`config.mk`:
```
export PLATFORM = sky130hd
export DESIGN_NAME = uart_tx_arbiter
export DESIGN_NICKNAME = d
export VERILOG_FILES = /design/src/rtl/uart_pkg.sv /design/src/rtl/uart_rr_picker.sv /design/src/rtl/uart_tx_arbiter.sv
export SDC_FILE = /design/constraint.sdc
export NUM_CORES = 1
export LEC_CHECK = 0
export BUFFER_PORTS_ARGS = -buffer_cell sky130_fd_sc_hd__buf_2
export CELL_PAD_IN_SITES_DETAIL_PLACEMENT = 0
export CELL_PAD_IN_SITES_GLOBAL_PLACEMENT = 2
export CORE_MARGIN = 10
export CORE_UTILIZATION = 25
export DETAILED_ROUTE_END_ITERATION = 8
export GPL_TIMING_DRIVEN = 0
export HOLD_SLACK_MARGIN = 0.12
export PLACE_DENSITY = 0.77
export SLEW_MARGIN = 20
export SYNTH_ARGS = -nofsm -noshare
export SYNTH_HDL_FRONTEND = slang
export SYNTH_SLANG_ARGS = --single-unit
```
`constraint.sdc`:
```
create_clock -name CLK -period 2.7 [get_ports CLK]
set_input_delay 0.54 -clock CLK [delete_from_list [all_inputs] [get_ports CLK]]
set_output_delay 0.54 -clock CLK [all_outputs]
set_load 0.1 [all_outputs]
```
`src/rtl/uart_pkg.sv`:
```
// Shared definitions for the UART transmit-side blocks: arbiter state encoding,
// parity-type constants and a grant-index width helper.
package uart_pkg;

  typedef enum logic [2:0] {
    IDLE      = 3'd0,
    LAUNCH    = 3'd1,
    WAIT_BUSY = 3'd2,
    WAIT_DONE = 3'd3,
    GAP       = 3'd4
  } arb_state_e;

  localparam logic PAR_EVEN = 1'b0;
  localparam logic PAR_ODD  = 1'b1;

  // A single requester still needs a one-bit index.
  function automatic int id_width(input int n);
    return (n > 1) ? $clog2(n) : 1;
  endfunction

endpackage

```
`src/rtl/uart_rr_picker.sv`:
```
// Combinational round-robin search: returns the first asserted request at or after
// ptr, wrapping modulo NUM_REQ. Shared by TX and future RX schedulers.
module uart_rr_picker #(
  parameter int NUM_REQ = 4,
  parameter int ID_W    = 2
) (
  input  logic [NUM_REQ-1:0] req,
  input  logic [ID_W-1:0]    ptr,
  output logic               valid,
  output logic [ID_W-1:0]    winner
);

  function automatic logic [ID_W-1:0] wrap_index(input logic [ID_W-1:0] base, input int off);
    logic [ID_W:0] sum;
    sum = {1'b0, base} + (ID_W+1)'(off);
    if (sum >= (ID_W+1)'(NUM_REQ)) sum = sum - (ID_W+1)'(NUM_REQ);
    return sum[ID_W-1:0];
  endfunction

  // Scan from the farthest offset down so the request nearest ptr is written last.
  always_comb begin
    valid  = |req;
    winner = '0;
    for (int off = NUM_REQ - 1; off >= 0; off--) begin
      if (req[wrap_index(ptr, off)]) winner = wrap_index(ptr, off);
    end
  end

endmodule

```
`src/rtl/uart_tx_arbiter.sv`:
```
// Round-robin arbiter sharing one UART_TX among NUM_REQ clients: latch, launch, track Busy, ack.
// Define UART_TX_ARB_GAP_EN to insert GAP_CYCLES idle cycles between frames.
module uart_tx_arbiter
  import uart_pkg::*;
#(
  parameter int  NUM_REQ      = 4,
  parameter int  DATA_WIDTH   = 8,
  parameter int  BUSY_TIMEOUT = 15,
  parameter int  GAP_CYCLES   = 4,
  localparam int ID_W         = id_width(NUM_REQ)
) (
  input  logic                          CLK,
  input  logic                          RST,
  input  logic [NUM_REQ-1:0]            REQ,
  input  logic [NUM_REQ*DATA_WIDTH-1:0] REQ_DATA,
  input  logic [NUM_REQ-1:0]            REQ_PAR_EN,
  input  logic [NUM_REQ-1:0]            REQ_PAR_TYP,
  input  logic                          TX_BUSY,
  output logic                          TX_DATA_VALID,
  output logic [DATA_WIDTH-1:0]         TX_P_DATA,
  output logic                          TX_PAR_EN,
  output logic                          TX_PAR_TYP,
  output logic [NUM_REQ-1:0]            ACK,
  output logic [ID_W-1:0]               GRANT_ID,
  output logic                          ARB_BUSY,
  output logic                          ERR_TIMEOUT
);

  if (NUM_REQ < 2 || NUM_REQ > 8) begin : g_bad_num_req
    $error("uart_tx_arbiter: NUM_REQ must be 2..8");
  end
  if (BUSY_TIMEOUT < 1 || BUSY_TIMEOUT > 255) begin : g_bad_timeout
    $error("uart_tx_arbiter: BUSY_TIMEOUT must be 1..255");
  end
  if (GAP_CYCLES < 1 || GAP_CYCLES > 255) begin : g_bad_gap
    $error("uart_tx_arbiter: GAP_CYCLES must be 1..255");
  end

  localparam logic [7:0] TIMEOUT_LAST = 8'(BUSY_TIMEOUT - 1);

  arb_state_e            state;
  logic [ID_W-1:0]       ptr;
  logic [7:0]            busy_cnt;
  logic                  pick_valid;
  logic [ID_W-1:0]       pick_id;
  logic [ID_W-1:0]       next_ptr;
  logic [DATA_WIDTH-1:0] slot_data [NUM_REQ];

`ifdef UART_TX_ARB_GAP_EN
  localparam logic [7:0] GAP_LAST = 8'(GAP_CYCLES - 1);
  logic [7:0] gap_cnt;
`endif

  for (genvar i = 0; i < NUM_REQ; i++) begin : g_slot
    assign slot_data[i] = REQ_DATA[i*DATA_WIDTH +: DATA_WIDTH];
  end

  uart_rr_picker #(
    .NUM_REQ (NUM_REQ),
    .ID_W    (ID_W)
  ) u_picker (
    .req    (REQ),
    .ptr    (ptr),
    .valid  (pick_valid),
    .winner (pick_id)
  );

  assign next_ptr = (int'(GRANT_ID) == NUM_REQ - 1) ? '0 : GRANT_ID + 1'b1;

  // Strobes default low each cycle so VALID, ACK and ERR are single-cycle pulses.
  always_ff @(posedge CLK or posedge RST) begin
    if (RST) begin
      state         <= IDLE;
      ptr           <= '0;
      busy_cnt      <= '0;
`ifdef UART_TX_ARB_GAP_EN
      gap_cnt       <= '0;
`endif
      TX_DATA_VALID <= 1'b0;
      TX_P_DATA     <= '0;
      TX_PAR_EN     <= 1'b0;
      TX_PAR_TYP    <= PAR_EVEN;
      ACK           <= '0;
      GRANT_ID      <= '0;
      ARB_BUSY      <= 1'b0;
      ERR_TIMEOUT   <= 1'b0;
    end else begin
      TX_DATA_VALID <= 1'b0;
      ACK           <= '0;
      ERR_TIMEOUT   <= 1'b0;
      case (state)
        IDLE: begin
          if (pick_valid && !TX_BUSY) begin
            TX_P_DATA     <= slot_data[pick_id];
            TX_PAR_EN     <= REQ_PAR_EN[pick_id];
            TX_PAR_TYP    <= REQ_PAR_TYP[pick_id];
            GRANT_ID      <= pick_id;
            TX_DATA_VALID <= 1'b1;
            ACK           <= NUM_REQ'(1) << pick_id;
            ARB_BUSY      <= 1'b1;
            state         <= LAUNCH;
          end
        end
        LAUNCH: begin
          ptr      <= next_ptr;
          busy_cnt <= '0;
          state    <= WAIT_BUSY;
        end
        // Busy is checked before the timeout so a coincident rise still completes the frame.
        WAIT_BUSY: begin
          if (TX_BUSY) begin
            state <= WAIT_DONE;
          end else if (busy_cnt == TIMEOUT_LAST) begin
            ERR_TIMEOUT <= 1'b1;
            ARB_BUSY    <= 1'b0;
            state       <= IDLE;
          end else begin
            busy_cnt <= busy_cnt + 8'd1;
          end
        end
        WAIT_DONE: begin
          if (!TX_BUSY) begin
`ifdef UART_TX_ARB_GAP_EN
            gap_cnt <= '0;
            state   <= GAP;
`else
            ARB_BUSY <= 1'b0;
            state    <= IDLE;
`endif
          end
        end
`ifdef UART_TX_ARB_GAP_EN
        GAP: begin
          if (gap_cnt == GAP_LAST) begin
            ARB_BUSY <= 1'b0;
            state    <= IDLE;
          end else begin
            gap_cnt <= gap_cnt + 8'd1;
          end
        end
`endif
        default: begin
          ARB_BUSY <= 1'b0;
          state    <= IDLE;
        end
      endcase
    end
  end

endmodule

```
==> results by group <==
Status
  • Run status: finished clean

Finish
  • Share of layout cells above drive strength 1: about 38%
  • Post-route cell area: 0.00235 mm^2
  • Diodes inserted: 0
  • Highest-count cells in the layout ignoring fill and taps: buf_2 (71), dfrtp_1 (31), o21ai_1 (16)
  • Fillcell total: roughly 790
  • Area Overhead vs Synth: 29.2%
  • Commonest non-fill, non-tap cell in the layout: buf_2
  • Layout Nets: about 310
  • Post-Layout Cell Count: 357

Clocking
  • Postcts setup bufs: 0
  • CTS tree: built
  • CTS H-tree depth: 2
  • Clock Tree Buf Depth: 2
  • Hold Buf Count CTS: 0
  • Clk sinks: 31
  • CTS resizes: 0
  • Number of buffers created by CTS: 5
  • Clock transition at the registers of the reported paths: around 0.070 ns
  • Worst skew pair latency: ~0.28 ns
  • CTS Root Cell: clkbuf_8

Placed design
  • Cell Area, Placed: 0.00226 mm^2
  • PortBufs: 65
  • Detailed Place HPWL: between 4000 and 5000 um
  • GPL Wtd Cong: 0.746
  • Dpl cells: 349

Critical path
  • Critical Path Slowest Stage Cell: or4_1
  • CP endpoint kind: flip-flop
  • Crit start category: flip-flop
  • Worst EP arrival: 2.12 ns
  • Critical Path, Cell by Cell: buf_6, or4_1, buf_4, clkbuf_1, nor3_1, o32ai_1
  • Worst path max stage delay: 0.51 ns
  • Kind of critical path: reg2reg
  • Maximum fanout along the worst path: 10
  • WP data required: 2.86 ns
  • RR Startpoint: state[1]
  • R2R depth: 6
  • Worst R2R Setup Slack: 0.74 ns
  • Worst reg2reg path endpoint: TX_P_DATA[4]

STA
  • Fin Clk Skew: 0.00255 ns
  • WHS: 0.354 ns
  • Unrepaired setup endpoints after global routing: no
  • Worst-Margin Slew: approximately 0.7 ns
  • Final setup fails: 0
  • Setup TNS: 0 ns
  • Min cycle time layout: about 2.0 ns
  • Slew headroom: 53.9%
  • Fin crit share: between 70% and 80%
  • Max Clk Rate: around 0.51 GHz
  • Pins Over Slew Limit: 0
  • Fin. Hold Viols: 0

Logic synthesis
  • Post-synthesis mux area share: 8.48%
  • Post-Synth Simple-Gate Area: around 22%
  • Xor-xnor portion of the synthesized cell area: 0%
  • Syn_area_per_cell: 9.81 um^2
  • Largest family of logic cells by synthesized area: simple AND/OR/NAND/NOR gates
  • Synth async-reset ratio: 100%
  • Count of cell types in the netlist: 42
  • Post-Synth Adder-Cell Area: under 10%
  • Yosys warning count: 0
  • Syn Nets: 235
  • Sequential area share after synthesis: 42.7%
  • Main synth FF type: dfrtp_1
  • Synth Area in Compound Gates: around 18%
  • Post-synthesis cell count: between 150 and 200
  • Post-Syn Area: 0.00182 mm^2
  • Yosys reg bits: 31
  • Post-synth EDFFs: 0

Route
  • Vias: roughly 1700
  • Vias/cell: 4.72
  • Antenna viol nets, final: 0
  • Total length of routed wires: approximately 5700 um
  • WL/cell: 15.9 um
  • DRT Pass-1 Iters: 4
  • Post-route DRC violation count: 0
  • Starting DRT DRC Count: 59

Global routing
  • Initial antenna violation count: 0
  • Largest net degree at the start of global routing: 32
  • GRT Resource Usage Total: 10.2%
  • Number of global-route vias before repair: 1775
  • Gr ovfl total: 0
  • Global-route wire length before repair: 9300 um

Floorplan
  • Initial core utilization: ~25%
  • DIE HEIGHT: 105 um
  • Die ar.: 0.0111 mm^2
  • Core box area: 0.00714 mm^2
  • Site row count: 31
  • I/O pins: 66
  • Die W: between 100 and 150 um

Flow run
  • Maxcap violations: 0

Min path
  • HP Class: in2async

Power and ir drop
  • VDD IR max: around 0.49 mV
  • Leak pwr: roughly 1.1 nW
  • Pwr dens: 1230 mW/mm^2
[critical path, delay by kind of cell (launching register included)]
family | cells | cell delay, ns
and+or+nand+nor | 2 | 0.78
DFF | 1 | 0.37
AOI/OAI and AO/OA | 1 | 0.11
buffers and inverters | 3 | 0.57
[logic make-up after synthesis]
family | Yosys count
adders and majority gates | 3
AOI/OAI and AO/OA | 48
DFF | 31
buffers and inverters | 20
muxes | 15
and+or+nand+nor | 68
[worst max-delay path by stage]
stage                         from      endpoint  slack, ns  depth (start not counted)
after floorplan             REQ[2]     TX_PAR_EN       0.92                          6
after global placement      REQ[1]     TX_PAR_EN       0.42                          7
after detailed placement    REQ[1]  TX_P_DATA[5]       0.43                          7
after CTS                   REQ[1]  TX_P_DATA[6]       0.72                          7
after global routing        REQ[1]  TX_P_DATA[4]       0.56                          7
final                     state[1]  TX_P_DATA[4]       0.74                          6
[where the power goes]
group	leakage (nW)	internal, mW	switching, mW
clock	0.0422	0.181	0.181
combinational	0.628	0.431	1.37
sequential	0.391	0.625	0.105
total	1.06	1.24	1.66
[through the flow]
step	power [mW]	util (%)	worst slack, ns
after CTS	2.93	32.9	0.724
after floorplan	2.18	-	0.919
after global routing	3.07	32.9	0.559
final	2.90	32.9	0.742
after detailed placement	2.56	31.7	0.426
after global placement	2.55	31.7	0.417
[metal layers]
metal	track usage [%]	vias up	wire, um
li1	-	840	-
met5	0	-	0
met1	13.0	810	2650
met3	2.13	5	181
met4	3.82	0	77
met2	16.6	31	2750
[flip-flops by register name (all words and copies together), names as in the netlist]
signal / flops
TX_P_DATA: 8
GRANT_ID: 2
ERR_TIMEOUT: 1
ptr: 2
ACK: 4
TX_PAR_TYP: 1
TX_PAR_EN: 1
TX_DATA_VALID: 1
ARB_BUSY: 1
busy_cnt: 8
state: 2
[layout make-up]
| type | count | area [um^2] | area share [%] |
|---|---|---|---|
| well taps | 99 | 124 | 5.28 |
| clock buffers | 7 | 76.3 | 3.25 |
| clock inverters | 1 | 5.00 | 0.213 |
| flip-flops and latches | 31 | 776 | 33.1 |
| plain buffers | 14 | 86.3 | 3.68 |
| inverters | 6 | 27.5 | 1.17 |
| multi-input cells | 134 | 926 | 39.5 |
| repair buffers | 65 | 325 | 13.9 |
[cell usage after synthesis, types with 6 or more instances]
| cell type | n | area, um^2 |
|---|---|---|
| nor3_1 | 12 | 60.1 |
| o32ai_1 | 10 | 87.6 |
| mux2i_1 | 12 | 120 |
| buf_2 | 6 | 30.0 |
| nor2b_1 | 8 | 50.1 |
| nand3_1 | 7 | 35.0 |
| nor2_1 | 7 | 26.3 |
| o21ai_1 | 16 | 80.1 |
| nand2_1 | 11 | 41.3 |
| dfrtp_1 | 31 | 776 |
| nor4_1 | 7 | 43.8 |
| nor4_2 | 6 | 75.1 |
No activity file was read; power rests on OpenSTA's default activity.
